File: src/rtl/bcd_to_seg_dec.sv
// Purpose: registered binary-to-packed-BCD converter for display digit drivers.
// Latency: one core clock cycle from an in_valid sample to seg/out_valid.
// Backpressure: none; a result is produced every cycle in_valid is high.
//
// Ports:
//   clk        rising-edge clock
//   rst_n      asynchronous active-low reset; clears seg and out_valid at once
//   in_valid   bcd is sampled on the clock edge where this is high
//   bcd        IN_W-bit unsigned binary value to convert
//   seg        NDIG packed BCD digits, digit k at seg[4k+3:4k], k=0 is units
//   out_valid  high for one cycle when seg carries a freshly converted value
module bcd_to_seg_dec #(
  parameter int IN_W = 4,
  parameter int NDIG = 2
) (
  input  logic                clk,
  input  logic                rst_n,
  input  logic                in_valid,
  input  logic [IN_W-1:0]     bcd,
  output logic [4*NDIG-1:0]   seg,
  output logic                out_valid
);

  localparam int SEG_W = 4 * NDIG;

  function automatic longint pow10(input int n);
    longint p;
    p = 1;
    for (int j = 0; j < n; j++) begin
      p = p * 10;
    end
    return p;
  endfunction

  localparam longint MAX_IN  = (longint'(1) <<< IN_W) - 1;
  localparam longint MAX_OUT = pow10(NDIG);

  // The digit count has to cover the largest input value, otherwise the
  // top digit would silently wrap.
  generate
    if (MAX_OUT <= MAX_IN) begin : g_bad_params
      $error("bcd_to_seg_dec: NDIG=%0d digits cannot represent %0d", NDIG, MAX_IN);
    end
  endgenerate

  // Shift-add-3: before each shift any digit >= 5 gets +3 so the shift
  // carries it cleanly into the next digit. Digits beyond the value's
  // magnitude never reach 5, so they stay zero.
  logic [SEG_W-1:0] conv;

  always_comb begin
    conv = '0;
    for (int i = IN_W - 1; i >= 0; i--) begin
      for (int k = 0; k < NDIG; k++) begin
        if (conv[4*k +: 4] >= 4'd5) begin
          conv[4*k +: 4] = conv[4*k +: 4] + 4'd3;
        end
      end
      conv = {conv[SEG_W-2:0], bcd[i]};
    end
  end

  // seg only loads on a valid sample, so an undriven bcd while idle cannot
  // disturb the displayed value.
  always_ff @(posedge clk or negedge rst_n) begin
    if (!rst_n) begin
      seg       <= '0;
      out_valid <= 1'b0;
    end else begin
      out_valid <= in_valid;
      if (in_valid) begin
        seg <= conv;
      end
    end
  end

endmodule

File: config.mk
export PLATFORM = sky130hd
export DESIGN_NAME = bcd_to_seg_dec
export DESIGN_NICKNAME = d
export VERILOG_FILES = /design/src/rtl/bcd_to_seg_dec.sv
export SDC_FILE = /design/constraint.sdc
export NUM_CORES = 1
export LEC_CHECK = 0
export BUFFER_PORTS_ARGS = -buffer_cell sky130_fd_sc_hd__buf_2
export CAP_MARGIN = 20
export CORE_AREA = 2 2 39 41
export CTS_CLUSTER_DIAMETER = 150
export CTS_CLUSTER_SIZE = 14
export DETAILED_ROUTE_END_ITERATION = 8
export DIE_AREA = 0 0 41 43
export PLACE_DENSITY = 0.56
export REMOVE_ABC_BUFFERS = 1
export SLEW_MARGIN = 20
export SYNTH_ARGS = -nofsm -noshare
export SYNTH_HDL_FRONTEND = slang
export SYNTH_SLANG_ARGS = --single-unit
File: constraint.sdc
create_clock -name clk -period 2.3 [get_ports clk]
set_clock_uncertainty 0.1 [all_clocks]
set_input_delay 0.115 -clock clk [delete_from_list [all_inputs] [get_ports clk]]
set_output_delay 0.115 -clock clk [all_outputs]
set_load 0.01 [all_outputs]
-- After elaboration in Yosys (flattened, before gate mapping)
Index checks and enable logic that the tools add are counted.
- $add $sub $neg: 1
- multipliers: 0
- div/mod/pow operators: 0
- magnitude comparators: 1
- eq/ne operators: 0
- shift-type cells: 0
- muxes and demuxes: 1
- bitwise operators: 0
- reduce and logical (&&, ||, !) cells: 0
- operators with widths (operator ; number):
    3-bit by 2-bit adder with 4-bit output (second input constant) ; 1
    4-bit 2-to-1 mux ; 1
    3-bit greater-or-equal comparator (second input constant) ; 1
- bits in registers: 6
- bits in latches: 0
- bits in writable memories: 0
- memory bits (read-only): 0
- word-level logic and storage cells: 5
- memories: 0

-- Longest topological paths before layout
- depth after elaboration: 2
- mapped depth: 5
- mapped depth without buffers: 5

-- Worst setup path before layout
No wires, ideal clock.
- path kind: input -> register
- from: input port bcd[2]
- to: register seg[2]
- setup time: 0.125 ns
- arrival time: 0.772 ns
- path slack: 1.303 ns
- stages on the path: 5
- path through: inv_1 > ha_1 > a21oi_1 > a21oi_1 > mux2_4
- cells in the longest elaborated chain, start to end: 2
- RTL lines (what ; RTL line ; source):
    start, declared ; 19 ; input logic [IN_W-1:0] bcd,
    3-bit by 2-bit adder with 4-bit output or 3-bit greater-or-equal comparator (tied branches) ; 56, 55 ;
    4-bit 2-to-1 mux * ; 55 ; if (conv[4*k +: 4] >= 4'd5) begin
    end signal, assigned ; 72 ; seg <= conv;
    end, declared ; 20 ; output logic [4*NDIG-1:0] seg,
Every way passes the cells marked *; elsewhere a longest branch is shown, timed or not.
A chain may end at the register's enable or synchronous reset.

-- Worst setup path in the final report
- from: input port in_valid
- to: register seg[0]
- RTL lines (what ; RTL line ; source):
    start, declared ; 18 ; input logic in_valid,
No word-level cell between the ends.

==> results.md <==
* Die area at 0.001763 mm^2
* Largest net degree at the start of global routing at 10
* Post-synth cell types at 16
* Synth Area in Adders at 7.937%
* Clock power frac at 35.2%
* Clock buffer count from CTS at 3
* Peak Freq at 0.8593 GHz
* WP data required at 2.32 ns
* Remaining antenna violation count after routing at 0
* Comb power frac at 19.7%
* Number of global-route vias before repair at 217
* Leak at 0.2174 nW
* Total Wirelength at 561 um
* Post-synthesis xor/xnor area fraction at 2.778%
* I/O Pins at 16
* Util after Layout at 30.20%
* Setup_tns at 0 ns
* Clk sinks at 6
* Critical path endpoint category: flop
* Mux share of post-synthesis cell area at 8.333%
* Global route overflow at 0
* Max cap viols at 0
* First-pass GRT wire length at 883 um
* Vias at 247
* Register area share after synthesis at 47.62%
* Placed Area at 375.4 um^2
* Endpoints failing setup at 0
* Routability cong. at 0.6080
* Main combinational cell family by area after synthesis: compound AO/OA/AOI/OAI gates
* Crit path launch type: primary input
* Complex-gate fraction of the synthesized area at 15.08%
* Iter 0 DRT Violations at 6
* Nets at 57
* Hpwl dp at 447.5 um
* Net switching power at 68.75 uW
* Clock Tree Buf Depth at 2
* PD cells at 644.9 mW/mm^2
* CP Max Fanout at 9
* # resized after CTS at 0
* Final Hold Fails at 0
* Diode count at 0
* Root buffer cell: clkbuf_4
* Status: finished, final reports clean
* WL/cell at 9.048 um
* Core area at 0.001384 mm^2
* Layout cells sized above 1 at 39.13%
* DP Worst Slack at 1.099 ns
* Initial antenna violation count at 0
* Post-Layout Inst Area at 417.9 um^2
* Final period utilization at 50.60%
* Non-Filler Instances at 62
* Clk_lat worst skew at 0.24 ns
* Crit path DAT at 1.19 ns
* Maximum VDD drop at 0.0002396 V
* Switching share of power at 25.51%
* CTS clock-pin slew for the worst setup and hold paths at 0.04 ns
* Power Total at 269.5 uW
* Max-slew violations at 0
* Hold Slack at 0.008814 ns
* Die height at 43 um
* RSZ-0062 raised after global routing: false
* Reg power frac at 45.1%
* Area Overhead vs Synth at 32.54%
* Port Buffer Count at 12
* Placement row count at 14
* Die width at 41 um
* Setup slack after layout at 1.136 ns
* Starting density of the core at 22.78%
* Clock period minus worst slack at 1.164 ns
* DP Cell Count at 57
* Pint at 200.7 uW
* Yosys reg bits at 6
* Crit Path Class: in -> reg
* Mapped Area at 315.3 um^2
* Gr usage total at 8.274%
* Hold WC Path Type: in -> reg
* H-tree levels at 1
* Cells after synthesis at 31
* Simple-gate share of the synthesized area at 3.571%
* Synth Warn # at 0
* Syn Area/Cell at 10.17 um^2
* Via density at 3.984
* Drt pass-1 iters at 4
* DRC viols at 0
* CTS tree: yes
-- final timing paths --
kind                                       end               start  slack [ns]  cells after the start
max in group asynchronous  out_valid$_DFF_PN0_               rst_n        1.83                      2
setup reg to reg            seg[2]$_DFFE_PN0P_  seg[2]$_DFFE_PN0P_        1.45                      1
hold reg to reg             seg[0]$_DFFE_PN0P_  seg[0]$_DFFE_PN0P_        0.40                      1
hold / removal              seg[0]$_DFFE_PN0P_              bcd[0]       0.009                      2
setup / recovery            seg[0]$_DFFE_PN0P_            in_valid        1.14                      3
min in group asynchronous   seg[1]$_DFFE_PN0P_               rst_n        0.13                      2
-- placed cells by master, fill, tap and decap left out, types with 2 or more instances in the layout --
master / count
a21oi_1: 4
buf_2: 12
clkbuf_4: 3
conb_1: 3
dfrtp_1: 6
dlygate4sd3_1: 2
ha_1: 2
inv_1: 4
nor2_1: 2
-- synthesized netlist by cell type --
cell / count / area share [%]
a21oi_1: 4 / 6.3
buf_2: 1 / 1.6
buf_4: 3 / 7.1
conb_1: 1 / 1.2
dfrtp_1: 6 / 48
ha_1: 2 / 7.9
inv_1: 4 / 4.8
mux2_2: 1 / 3.6
mux2_4: 1 / 4.8
nand2_1: 1 / 1.2
nor2_1: 2 / 2.4
o211ai_1: 1 / 2.4
o21ai_0: 1 / 1.6
o21ai_2: 1 / 2.8
o22ai_1: 1 / 2.0
xnor2_1: 1 / 2.8
-- worst max-delay path, stage by stage --
cell and delay, ns:
dlygate4sd3_1 0.52, buf_2 0.20, mux2_2 0.35
-- logic make-up (layout without fill, tap and decap cells) --
family                   after synthesis  in the layout
XOR/XNOR                               1              1
AND/OR/NAND/NOR                        3              3
adder cells (fa/ha/maj)                2              2
multiplexers                           2              2
other                                  1              3
buffers and inverters                  8             21
flip-flops                             6              6
AO/OA/AOI/OAI                          8              8
-- routing by layer --
metal | global-route usage [%] | vias to the layer above | routed length, um
met1 | 10.46 | 103 | 245
met4 | 8.000 | 0 | 25
met5 | 0 | - | 0
met2 | 9.063 | 14 | 228
met3 | 4.712 | 4 | 62
li1 | - | 126 | -
-- power by group through the flow --
stage                     clock, mW  sequential (mW)  combinational, mW
after floorplan                   0            0.128             0.0215
after global placement            0            0.123             0.0506
after detailed placement          0            0.123             0.0514
after CTS                     0.100            0.122             0.0539
after global routing          0.105            0.123             0.0614
final                        0.0948            0.122             0.0531
-- layout make-up --
class / instances / area [um^2]
fill: 154 / 965.9
sequential: 6 / 150.1
multi-input combinational: 19 / 130.1
timing repair buffer: 14 / 80.08
clock buffer: 3 / 22.52
tap: 16 / 20.02
inverter: 4 / 15.01
-- sequential cells by signal, summed over array words and instances, names as in the netlist --
signal and flops:
out_valid 1, seg 5
-- repair_timing --
| item | 4_1_cts | 5_1_grt |
|---|---|---|
| hold buffers | 2 | 0 |
| hold endpoints to repair | 7 | 0 |
| endpoints found under the setup margin | 0 | 0 |
| setup buffers | 0 | 0 |
(Power assumes the default switching activity.)
